[src/rtl/imem_loader.sv]
// Boot loader for the instruction RAM: turns a framed UART byte stream into big-endian word writes and holds the CPU until the image is complete.
// Define IMEM_LOADER_CKSUM_EN to require a trailing 8-bit payload checksum byte.
module imem_loader #(
  parameter logic [31:0] BASE_ADDR      = 32'h0000_0000,
  parameter int          WORD_LIMIT     = 32,
  parameter int          TIMEOUT_CYCLES = 100000
) (
  input  logic        clk,
  input  logic        reset,
  input  logic [7:0]  rx_data,
  input  logic        rx_valid,
  input  logic        start,
  output logic        wr_en,
  output logic [31:0] wr_addr,
  output logic [31:0] wr_data,
  output logic        cpu_hold,
  output logic        done,
  output logic [1:0]  err_code
);

  localparam logic [2:0] S_IDLE   = 3'd0;
  localparam logic [2:0] S_LEN_LO = 3'd1;
  localparam logic [2:0] S_DATA   = 3'd2;
  localparam logic [2:0] S_DONE   = 3'd4;
  localparam logic [2:0] S_ERR    = 3'd5;
`ifdef IMEM_LOADER_CKSUM_EN
  localparam logic [2:0] S_CKSUM       = 3'd3;
  localparam logic [2:0] S_PAYLOAD_END = S_CKSUM;
  localparam logic [1:0] ERR_CKSUM     = 2'd3;
`else
  localparam logic [2:0] S_PAYLOAD_END = S_DONE;
`endif

  localparam logic [1:0] ERR_NONE    = 2'd0;
  localparam logic [1:0] ERR_LEN     = 2'd1;
  localparam logic [1:0] ERR_TIMEOUT = 2'd2;

  // The gap counter only has to count up to TIMEOUT_CYCLES-1; the next idle cycle is the timeout.
  localparam int               GAP_W    = (TIMEOUT_CYCLES > 1) ? $clog2(TIMEOUT_CYCLES) : 1;
  localparam logic [GAP_W-1:0] GAP_LAST = GAP_W'(TIMEOUT_CYCLES - 1);

  logic [2:0]       state;
  logic [7:0]       len_hi;
  logic [15:0]      word_total;
  logic [15:0]      word_cnt;
  logic [1:0]       byte_cnt;
  logic [GAP_W-1:0] gap_cnt;
  logic [15:0]      len_now;
  logic             in_frame;
  logic             timed_out;
  logic             rearm;
`ifdef IMEM_LOADER_CKSUM_EN
  logic [7:0]       sum;

  assign in_frame = (state == S_LEN_LO) || (state == S_DATA) || (state == S_CKSUM);
`else
  assign in_frame = (state == S_LEN_LO) || (state == S_DATA);
`endif

  assign len_now   = {len_hi, rx_data};
  assign timed_out = in_frame && !rx_valid && (gap_cnt == GAP_LAST);
  // start re-arms only from a terminal state, and then wins over a same-cycle byte.
  assign rearm     = start && ((state == S_DONE) || (state == S_ERR));

  assign done     = (state == S_DONE);
  assign cpu_hold = (state != S_DONE);

  // NOTE: all state updates are non-blocking so every register samples pre-edge values,
  // which is what lets a word's write strobe and the next byte's shift share an edge safely.
  always_ff @(posedge clk) begin
    if (reset || rearm) begin
      state      <= S_IDLE;
      wr_en      <= 1'b0;
      wr_addr    <= BASE_ADDR;
      wr_data    <= '0;
      err_code   <= ERR_NONE;
      len_hi     <= '0;
      word_total <= '0;
      word_cnt   <= '0;
      byte_cnt   <= '0;
      gap_cnt    <= '0;
`ifdef IMEM_LOADER_CKSUM_EN
      sum        <= '0;
`endif
    end else begin
      wr_en <= 1'b0;
      if (wr_en) wr_addr <= wr_addr + 32'd4;
      if (in_frame) gap_cnt <= rx_valid ? '0 : gap_cnt + GAP_W'(1);

      if (timed_out) begin
        state    <= S_ERR;
        err_code <= ERR_TIMEOUT;
      end else if (rx_valid) begin
        case (state)
          S_IDLE: begin
            len_hi <= rx_data;
            state  <= S_LEN_LO;
          end
          S_LEN_LO: begin
            word_total <= len_now;
            if ({16'd0, len_now} > $unsigned(WORD_LIMIT)) begin
              state    <= S_ERR;
              err_code <= ERR_LEN;
            end else if (len_now == 16'd0) begin
              state <= S_PAYLOAD_END;
            end else begin
              state <= S_DATA;
            end
          end
          S_DATA: begin
            wr_data  <= {wr_data[23:0], rx_data};
            byte_cnt <= byte_cnt + 2'd1;
`ifdef IMEM_LOADER_CKSUM_EN
            sum      <= sum + rx_data;
`endif
            if (byte_cnt == 2'd3) begin
              wr_en    <= 1'b1;
              word_cnt <= word_cnt + 16'd1;
              if (word_cnt + 16'd1 == word_total) state <= S_PAYLOAD_END;
            end
          end
`ifdef IMEM_LOADER_CKSUM_EN
          S_CKSUM: begin
            if (rx_data == sum) begin
              state <= S_DONE;
            end else begin
              state    <= S_ERR;
              err_code <= ERR_CKSUM;
            end
          end
`endif
          default: ; // DONE and ERR drop every byte
        endcase
      end
    end
  end

endmodule

[config.mk]
export PLATFORM = sky130hd
export DESIGN_NAME = imem_loader
export DESIGN_NICKNAME = d
export VERILOG_FILES = /design/src/rtl/imem_loader.sv
export SDC_FILE = /design/constraint.sdc
export NUM_CORES = 1
export LEC_CHECK = 0
export ABC_AREA = 1
export BUFFER_PORTS_ARGS = -buffer_cell sky130_fd_sc_hd__clkbuf_2
export CAP_MARGIN = 20
export CELL_PAD_IN_SITES_DETAIL_PLACEMENT = 1
export CELL_PAD_IN_SITES_GLOBAL_PLACEMENT = 2
export CORE_ASPECT_RATIO = 1.1
export CORE_MARGIN = 10
export CORE_UTILIZATION = 29
export CTS_BUF_LIST = sky130_fd_sc_hd__clkbuf_16
export CTS_CLUSTER_DIAMETER = 100
export DETAILED_ROUTE_END_ITERATION = 10
export HOLD_SLACK_MARGIN = 0.12
export PLACE_DENSITY_LB_ADDON = 0.1
export RECOVER_POWER = 25
export SLEW_MARGIN = 15
export SYNTH_ARGS = -nofsm -noshare
export SYNTH_HDL_FRONTEND = slang
export SYNTH_SLANG_ARGS = --single-unit
[constraint.sdc]
create_clock -name clk -period 2 [get_ports clk]
set_clock_uncertainty 0.2 [all_clocks]
set_input_delay 0.2 -clock clk [delete_from_list [all_inputs] [get_ports clk]]
set_output_delay 0.2 -clock clk [all_outputs]
set_load 0.005 [all_outputs]
==> impl_metrics.py, run 1 <==
metrics = {
    "global_routing": {
        "grt_pass1_wl_mm": 33.32,
        "grt_max_degree": 42,
        "antenna_found_initial": 0,
        "grt_usage_pct": 15.10,
        "overflow": 0,
        "grt_pass1_vias": 6919,
    },
    "synthesis": {
        "async_reset_ff_share_pct": 0,
        "yosys-top-cells-area": "dfxtp_1 (42%), nand2_1 (8.8%), o21ai_0 (7.6%), nor2_1 (7.1%), a21oi_1 (6.5%)",
        "synthesis.area_um2": 6070,
        "yosys-top-cells-count": "nand2_1 (143), dfxtp_1 (127), nor2_1 (114)",
        "ys_types": 45,
        "synth-seq-cells": 127,
        "yosysSeqAreaShare_pct": 41.89,
        "netlist_instances": 854,
        "synth_most_common_cell": "nand2_1",
        "ys.flop_type": "dfxtp_1",
        "yosys.area.top_type": "dfxtp_1",
        "synth_edf_count": 0,
        "synth_top_area_share_pct": 41.89,
        "synth_area_per_cell_um2": 7.107,
        "yosysWarnings": 0,
    },
    "run_status": {
        "violations": "negative setup slack",
        "status": "finished, violations left",
    },
    "setup_path": {
        "critPathKind": "reg -> reg",
        "worstSetupStartpointType": "flip-flop",
        "end_kind": "flip-flop",
        "worstPathRequired_ps": 2100,
        "critical_path.most_common_cell": "nand2_2",
        "crit_family": "simple AND/OR/NAND/NOR gates",
        "critPathArrivalTime_ps": 2190,
        "startpoint": "word_cnt[0]$_SDFFE_PP0P_",
        "cp_slowest_stage_delay_ps": 380,
        "rr_startpoint": "word_cnt[0]$_SDFFE_PP0P_",
        "worst-path-max-fanout": 5,
        "crit_chain": "ha_4 > nand2_4 > nor2_4 > nand3_2 > nand2_2 > nand2_2 > nand2_1 > nand2_1 > nor2_1 > nand2_1 > nor2_2 > nand2_2 > nand2_4 > nand3_2 > nand2_2 > nor2_1",
        "crit_buf_inv": 0,
        "slowest_stage": "dfxtp_4",
    },
    "floorplan": {
        "rows": 55,
        "io_pins": 81,
        "coreArea_um2": 20580,
        "start_util_pct": 29.50,
        "dieArea_um2": 27120,
        "fp.dieW_um": 157.9,
        "die_h_um": 171.7,
    },
    "timing": {
        "setup_viol": 6,
        "post-route-period-util_pct": 104.4,
        "drv_slew": 0,
        "hold_violations": 0,
        "fmax_ghz": 0.4792,
        "slew_headroom_pct": 64.39,
        "finalWorstSetupSlack_ps": -87.03,
        "worst_pin_slew_ps": 534.1,
        "layout_min_cycle_time_ps": 2087,
        "grt_setup_unrepaired": "yes",
    },
    "placement": {
        "dp_slack_ps": -237.3,
        "dpl_cell_area_um2": 7193,
        "io_buffers": 78,
        "gp_congestion": 0.8070,
        "dp_hpwl_mm": 14.81,
    },
    "run": {
        "drv_cap": 0,
    },
    "routing": {
        "routed_wl_mm": 20.59,
        "drt_pass1_iterations": 4,
        "first_iter_violations": 210,
        "dr_total_vias": 6434,
        "drc": 0,
        "wl_per_cell_um": 15.73,
        "ant_nets": 0,
        "via_per_inst": 4.915,
    },
    "clock_tree": {
        "root_buffer": "clkbuf_16",
        "htreeDepth": 4,
        "clk_pin_slew_ps": 60,
        "cts_made_buffers": 17,
        "clockBufferDepth": 2,
        "clock-sinks": 127,
        "insertion_delay_ps": 420,
        "cts_tree": "yes",
    },
    "finish": {
        "post-route-util_pct": 41.82,
        "final_area_um2": 8606,
        "diodes": 0,
        "areaGrowthSynthToFinish_pct": 41.79,
        "nets": 1056,
        "drive_gt1_share_pct": 29.44,
    },
    "power_and_ir_drop": {
        "cellPowerDensity_nw_per_um2": 911.7,
        "ir_drop_mv": 0.6200,
        "p_leak_nw": 3.529,
    },
    "min_path": {
        "hold_class": "in -> reg",
        "hp-start": "start",
    },
}
==> sequential cells by signal (all words and copies together) (netlist names) <==
signal / count
wr_addr: 30
word_cnt: 16
wr_en: 1
byte_cnt: 2
word_total: 16
wr_data: 32
len_hi: 8
gap_cnt: 17
err_code: 2
state: 3
==> final cells by class <==
cell class                 instances  area, um^2
inverter                          94       352.8
multi-input combinational        605        3470
sequential                       127        2572
fill                            2573       11970
timing repair buffer             195        1318
clock buffer                      17       425.4
tap                              256       320.3
clock inverter                    15       147.6
==> where the power goes <==
part           switching [W]  total [W]  internal, W
clock network        0.00129    0.00304      0.00174
registers           0.000232    0.00308      0.00285
logic                0.00112    0.00173     0.000612
total                0.00264    0.00785      0.00520
==> cells by family after synthesis <==
group | Yosys count | synth area share [%]
AND/OR/NAND/NOR | 387 | 29.48
buffers and inverters | 124 | 8.060
AO/OA/AOI/OAI | 197 | 17.21
flip-flops | 127 | 41.89
adder cells (fa/ha/maj) | 4 | 0.8246
XOR/XNOR | 14 | 2.474
other | 1 | 0.06178
==> layout by cell type, fill, tap and decap left out, types with 7 or more instances in the layout <==
master           n
nand4_1         17
dfxtp_2          9
dlygate4sd3_1   10
buf_6           16
inv_6            7
xor2_1           7
dfxtp_1        113
o21ai_0         86
nor2_2           8
inv_2           13
clkbuf_2        39
buf_4           90
nor2_4          21
nand3_1         35
nand3_2         14
nor2_1         104
nand2_1        120
inv_1           80
clkbuf_16       17
nand2_4          8
nand2_2         23
a21oi_1         75
clkbuf_1        39
nor3_1          13
==> worst min-delay path, cell delays in order <==
cell	delay (ps)
clkbuf_2	70
nand3_1	70
nand2_1	90
inv_2	120
o21ai_0	110
nor2_1	40
==> worst paths after layout <==
| kind | slack [ps] | cells after the start | to |
|---|---|---|---|
| max | -90 | 16 | state[0]$_SDFFE_PP0P_ |
| min | 130 | 6 | wr_data[21]$_SDFFE_PP0P_ |
| max reg2reg | -90 | 16 | state[0]$_SDFFE_PP0P_ |
| min reg2reg | 260 | 1 | byte_cnt[0]$_SDFFE_PP0P_ |
==> what timing repair did <==
action                                 in CTS  in global routing
endpoints found under the hold margin      27                  0
pin swaps                                  29                 52
hold buffers                               10                  0
buffers inserted                           23                 18
setup endpoints to repair                  13                 28
resized for setup                          60                 92
cloned                                      1                  0
==> layer usage <==
| metal | GRT usage (%) | share of wire, % | vias up |
|---|---|---|---|
| met5 | 0 | 0 | - |
| met1 | 17.41 | 44 | 3116 |
| li1 | - | - | 3205 |
| met3 | 3.746 | 3.3 | 24 |
| met2 | 26.69 | 51 | 89 |
| met4 | 4.837 | 1.4 | 0 |
==> stage by stage <==
stage	cells	setup TNS, ps	power, W	hold WS [ps]
floorplan	855	0	0.004100	134.9
global placement	1230	-494.9	0.004761	244.0
detailed placement	1230	-1226	0.004816	260.8
CTS	1296	-357.5	0.007981	126.7
global route	1309	-3018	0.008368	182.8
finish	1309	-357.6	0.007846	127.5
Power figures use the tool's default switching activity.
==> run 2, diff against run 1 <==
ABC_AREA = 0   (was 1)
CORE_UTILIZATION = 30   (was 29)
==> impl_metrics.py, run 2 <==
metrics = {
    "run_status": {
        "status": "finished, violations left",
        "violations": "negative setup slack",
    },
    "synthesis": {
        "ys.flop_type": "dfxtp_1",
        "synth-seq-cells": 127,
        "synthesis.area_um2": 5705,
        "yosys.area.top_type": "dfxtp_1",
        "synth_area_per_cell_um2": 7.946,
        "yosysWarnings": 0,
        "synth_most_common_cell": "nand2_1",
        "yosys-top-cells-area": "dfxtp_1 (45%), nand2_1 (9.7%), a21oi_1 (7.8%), xnor2_1 (6.4%), nor2_1 (4.7%)",
        "netlist_instances": 718,
        "ys_types": 56,
        "yosys-top-cells-count": "nand2_1 (148), dfxtp_1 (127), a21oi_1 (89)",
        "synth_top_area_share_pct": 44.56,
        "async_reset_ff_share_pct": 0,
        "yosysSeqAreaShare_pct": 44.56,
        "synth_edf_count": 0,
    },
    "floorplan": {
        "start_util_pct": 30.77,
        "coreArea_um2": 18540,
        "io_pins": 81,
        "rows": 52,
        "dieArea_um2": 24940,
        "fp.dieW_um": 151.5,
        "die_h_um": 164.6,
    },
    "setup_path": {
        "critPathArrivalTime_ps": 2130,
        "critPathKind": "reg -> reg",
        "crit_path_end": "state[1]$_SDFFE_PP0P_",
        "worst-path-max-fanout": 5,
        "rr_startpoint": "word_cnt[0]$_SDFFE_PP0P_",
        "regToRegSetupSlack_ps": -20,
        "worstPathRequired_ps": 2110,
        "worstReg2RegEnd": "state[1]$_SDFFE_PP0P_",
        "r2r_cells": 7,
        "startpoint": "word_cnt[0]$_SDFFE_PP0P_",
        "end_kind": "flip-flop",
        "worstSetupStartpointType": "flip-flop",
    },
    "timing": {
        "fmax_ghz": 0.4940,
        "drv_slew": 0,
        "setup_viol": 1,
        "finalSetupTns_ps": -24.14,
        "hold_violations": 0,
        "grt_setup_unrepaired": "yes",
        "layout_min_cycle_time_ps": 2024,
        "finalWorstSetupSlack_ps": -24.14,
        "post-route-period-util_pct": 101.2,
    },
    "routing": {
        "wl_per_cell_um": 15.95,
        "first_iter_violations": 124,
        "dr_total_vias": 5499,
        "drc": 0,
        "drt_pass1_iterations": 4,
        "routed_wl_mm": 18.01,
        "ant_nets": 0,
        "via_per_inst": 4.871,
    },
    "min_path": {
        "hold_class": "in -> reg",
    },
    "clock_tree": {
        "cts_made_buffers": 17,
        "htreeDepth": 4,
        "cts_tree": "yes",
        "insertion_delay_ps": 420,
        "clk_pin_slew_ps": 60,
        "clockBufferDepth": 2,
        "root_buffer": "clkbuf_16",
        "clock-sinks": 127,
    },
    "power_and_ir_drop": {
        "p_leak_nw": 2.860,
        "power_w": 0.006355,
        "ir_drop_mv": 0.5453,
        "cellPowerDensity_nw_per_um2": 806.1,
    },
    "run": {
        "drv_cap": 0,
    },
    "finish": {
        "nets": 889,
        "areaGrowthSynthToFinish_pct": 38.18,
        "largestRegisters": "wr_data (32), wr_addr (30), gap_cnt (17)",
        "mostFrequentLayoutCells": "nand2_1 (148), dfxtp_1 (109), a21oi_1 (86)",
        "diodes": 0,
        "final_common_cell": "nand2_1",
        "regMostFlops": "wr_data",
        "largest_reg_flops": 32,
        "drive_gt1_share_pct": 24.49,
    },
    "placement": {
        "gp_congestion": 0.8245,
        "io_buffers": 78,
        "dp_hpwl_mm": 13.09,
    },
    "global_routing": {
        "grt_pass1_vias": 5758,
        "grt_usage_pct": 14.28,
        "antenna_found_initial": 0,
        "grt_max_degree": 59,
        "overflow": 0,
        "grt_pass1_wl_mm": 28.84,
    },
}
run 2: cell count changes after synthesis, moves of 11 or more:
| cell | delta |
|---|---|
| or3_1 | +14 |
| inv_1 | -79 |
| xnor2_1 | +37 |
| o21ai_0 | -66 |
| nor2_1 | -43 |
| nand3_1 | -30 |
| nor2_2 | -11 |
run 2: critical path, stage by stage, from the launching register on:
cell and delay (ps):
dfxtp_2 330, ha_2 200, nand3_4 120, buf_4 170, o31ai_1 120, a2111oi_4 430, nand4b_1 150, o21a_1 190
run 2: timing repair:
item | 4_1_cts | 5_1_grt
pin swaps | 3 | 23
resized for setup | 9 | 56
setup buffers | 2 | 6
endpoints found under the setup margin | 9 | 26
hold endpoints to repair | 29 | 0
hold buffers | 11 | 0
run 2: worst min-delay path by stage:
stage	startpoint	cells after the start	end
final	rx_valid	4	gap_cnt[7]$_SDFFE_PP0N_
after CTS	rx_valid	5	gap_cnt[12]$_SDFFE_PP0N_
after global routing	rx_valid	4	gap_cnt[7]$_SDFFE_PP0N_
after floorplan	rx_data[0]	2	word_total[0]$_SDFFE_PP0P_
after detailed placement	wr_data[28]$_SDFFE_PP0P_	2	wr_data[28]$_SDFFE_PP0P_
after global placement	wr_data[28]$_SDFFE_PP0P_	2	wr_data[28]$_SDFFE_PP0P_
run 2: kinds of logic (layout without fill, tap and decap cells):
group | Yosys count | count (layout) | synth area share, %
AOI/OAI and AO/OA | 141 | 141 | 13.68
and+or+nand+nor | 336 | 336 | 27.89
muxes | 1 | 1 | 0.1754
xor gates and xnor gates | 59 | 59 | 9.057
other | 1 | 2 | 0.06573
buffers and inverters | 49 | 216 | 3.684
DFF | 127 | 127 | 44.56
adders and majority gates | 4 | 4 | 0.8772
run 2: area by class of cell:
class,instances,area (um^2)
clock inverter,15,219.0
sequential,127,2565
clock buffer,17,425.4
fill,2310,10660
multi-input combinational,543,3218
tap,243,304.0
timing repair buffer,175,1119
inverter,9,33.78
run 2: routing by layer:
layer	vias up	part of all wire [%]	GRT usage [%]
li1	2751	-	-
met1	2649	44	16.45
met2	82	50	24.77
met3	17	4.5	3.887
met4	0	1.4	5.117
met5	-	0	0
run 2: where the power goes:
group	switching, W	leakage [nW]	total [W]	internal [W]
clock network	0.00118	0.310	0.00338	0.00220
registers	0.0000333	1.03	0.00260	0.00256
logic	0.000230	1.52	0.000378	0.000148
run 2: per-stage QoR:
step / worst slack, ps / util, % / std cells / cell area (um^2) / hold WS, ps
floorplan: 15.00 / - / 719 / 5725 / 136.0
global placement: -9.439 / 36.96 / 1078 / 6853 / 242.3
detailed placement: -104.0 / 36.96 / 1078 / 6853 / 253.3
CTS: -44.74 / 41.42 / 1123 / 7680 / 142.7
global route: -113.3 / 42.52 / 1129 / 7884 / 181.7
finish: -24.14 / 42.52 / 1129 / 7884 / 160.1
==> run 3, diff against run 2 <==
CELL_PAD_IN_SITES_DETAIL_PLACEMENT = 2   (was 1)
clock period = 1.98 ns   (was 2 ns; I/O delays follow)
==> impl_metrics.py, run 3 (same netlist as run 2, synthesis figures left out) <==
metrics = {
    "finish": {
        "drive_gt1_share_pct": 24.12,
        "final_common_cell": "nand2_1",
        "diodes": 0,
        "nets": 886,
        "largestRegisters": "wr_data (32), wr_addr (30), gap_cnt (17)",
        "largest_reg_flops": 32,
        "multi_input_area_um2": 3251,
        "ff_latch_area_um2": 2556,
        "areaGrowthSynthToFinish_pct": 37.89,
        "mostFrequentLayoutCells": "nand2_1 (148), dfxtp_1 (116), a21oi_1 (89)",
        "regMostFlops": "wr_data",
        "fillCellCount": 2089,
    },
    "setup_path": {
        "crit_path_end": "state[1]$_SDFFE_PP0P_",
        "worst-path-max-fanout": 5,
        "rr_startpoint": "word_cnt[0]$_SDFFE_PP0P_",
        "startpoint": "word_cnt[0]$_SDFFE_PP0P_",
        "worstPathRequired_ps": 2090,
        "slowest_stage": "a2111oi_4",
        "end_kind": "flip-flop",
        "cp_slowest_stage_delay_ps": 430,
        "r2r_cells": 7,
        "critical_path_depth": 7,
        "crit_chain": "ha_4 > nand3_4 > nor2_4 > nand4b_1 > a2111oi_4 > nand4b_1 > o21a_1",
        "crit_family": "compound AO/OA/AOI/OAI gates",
        "worstSetupStartpointType": "flip-flop",
        "worstReg2RegEnd": "state[1]$_SDFFE_PP0P_",
        "critical_path.most_common_cell": "nand4b_1",
        "crit_buf_inv": 0,
        "regToRegSetupSlack_ps": 2,
        "critPathKind": "reg -> reg",
        "critPathArrivalTime_ps": 2090,
    },
    "global_routing": {
        "grt_max_degree": 63,
        "grt_pass1_wl_mm": 32.91,
        "grt_usage_pct": 16.50,
        "overflow": 0,
        "grt_pass1_vias": 6244,
        "antenna_found_initial": 0,
    },
    "power_and_ir_drop": {
        "p_int_w": 0.004830,
        "power_switching_w": 0.001498,
        "ir_drop_mv": 0.5761,
        "seqPwrFrac_pct": 41.4,
        "comb_power_share_pct": 6.0,
        "sw_frac_of_total_pct": 23.67,
        "clockPowerShare_pct": 52.5,
        "cellPowerDensity_nw_per_um2": 804.2,
        "p_leak_nw": 2.880,
    },
    "floorplan": {
        "start_util_pct": 30.77,
        "rows": 52,
        "io_pins": 81,
        "coreArea_um2": 18540,
        "fp.dieW_um": 151.5,
        "dieArea_um2": 24940,
        "die_h_um": 164.6,
    },
    "timing": {
        "fmax_ghz": 0.5055,
        "hold_violations": 0,
        "setup_viol": 0,
        "finalSetupTns_ps": 0,
        "drv_slew": 0,
        "post-route-period-util_pct": 99.91,
        "layout_min_cycle_time_ps": 1978,
        "finalWorstSetupSlack_ps": 1.815,
        "grt_setup_unrepaired": "yes",
    },
    "placement": {
        "dp_slack_ps": -163.2,
        "io_buffers": 78,
        "dp_hpwl_mm": 14.15,
        "gp_congestion": 0.7944,
    },
    "routing": {
        "drc": 0,
        "via_per_inst": 5.028,
        "routed_wl_mm": 20.32,
        "drt_pass1_iterations": 4,
        "wl_per_cell_um": 18.05,
        "first_iter_violations": 176,
        "ant_nets": 0,
        "dr_total_vias": 5662,
    },
    "clock_tree": {
        "clock-sinks": 127,
        "cts_made_buffers": 17,
        "clk_pin_slew_ps": 60,
        "htreeDepth": 4,
        "root_buffer": "clkbuf_16",
        "clockBufferDepth": 2,
        "insertion_delay_ps": 430,
        "cts_tree": "yes",
    },
    "run_status": {
        "status": "finished clean",
    },
    "run": {
        "drv_cap": 0,
    },
    "min_path": {
        "hold_class": "in -> reg",
    },
}
==> run 3: tightest hold or removal path: stages <==
cell and delay (ps):
clkbuf_2 170, buf_4 170, o21ai_0 80, nand2_1 70, a21oi_1 50
==> run 3: power groups by stage <==
stage                     registers (W)  clock network [W]  logic [W]
after global routing            0.00263            0.00354   0.000425
after detailed placement        0.00267                  0   0.000357
after floorplan                 0.00267                  0   0.000202
final                           0.00262            0.00332   0.000381
after CTS                       0.00262            0.00341   0.000381
after global placement          0.00267                  0   0.000345
==> run 3: area by class of cell <==
cell class	instances	share of cell area, %
clock buffers	17	5.407
clock inverters	15	2.465
inverters	9	0.4294
multi-input cells	543	41.32
flip-flops and latches	127	32.49
well taps	243	3.865
repair buffers	172	14.03
==> run 3: timing repair <==
| item | in CTS | in global routing |
|---|---|---|
| gates resized for setup | 22 | 39 |
| setup endpoints to repair | 10 | 26 |
| hold buffers | 10 | 0 |
| hold endpoints to repair | 36 | 0 |
| pin swaps | 12 | 8 |
| setup buffers | 2 | 4 |
==> run 3: worst min path at each step <==
stage          cells after the start  slack [ps]                         end                startpoint
4_1_cts                            5         150    gap_cnt[14]$_SDFFE_PP0N_                  rx_valid
3_5_place_dp                       2         260    wr_data[29]$_SDFFE_PP0P_  wr_data[29]$_SDFFE_PP0P_
3_3_place_gp                       2         240    wr_data[28]$_SDFFE_PP0P_  wr_data[28]$_SDFFE_PP0P_
5_1_grt                            5         210    wr_addr[19]$_SDFFE_PP0P_                     start
2_1_floorplan                      2         130  word_total[0]$_SDFFE_PP0P_                rx_data[0]
6_report                           5         170    gap_cnt[13]$_SDFFE_PP0N_                  rx_valid
==> run 3: metrics by stage <==
step	util, %	hold WS [ps]	instance area (um^2)	cells	power (W)
4_1_cts	41.71	153.4	7734	1122	0.006409
5_1_grt	42.43	206.7	7868	1126	0.006587
2_1_floorplan	-	134.0	5727	719	0.002869
6_report	42.43	173.4	7868	1126	0.006327
3_3_place_gp	37.03	242.0	6867	1078	0.003018
3_5_place_dp	37.03	258.1	6867	1078	0.003031
==> run 3: per-layer routing <==
metal / vias to the layer above / track usage [%] / routed length [um]
met5: - / 0 / 0
li1: 2741 / - / -
met4: 0 / 4.683 / 299
met2: 82 / 29.74 / 10640
met3: 21 / 4.325 / 882
met1: 2818 / 18.63 / 8492
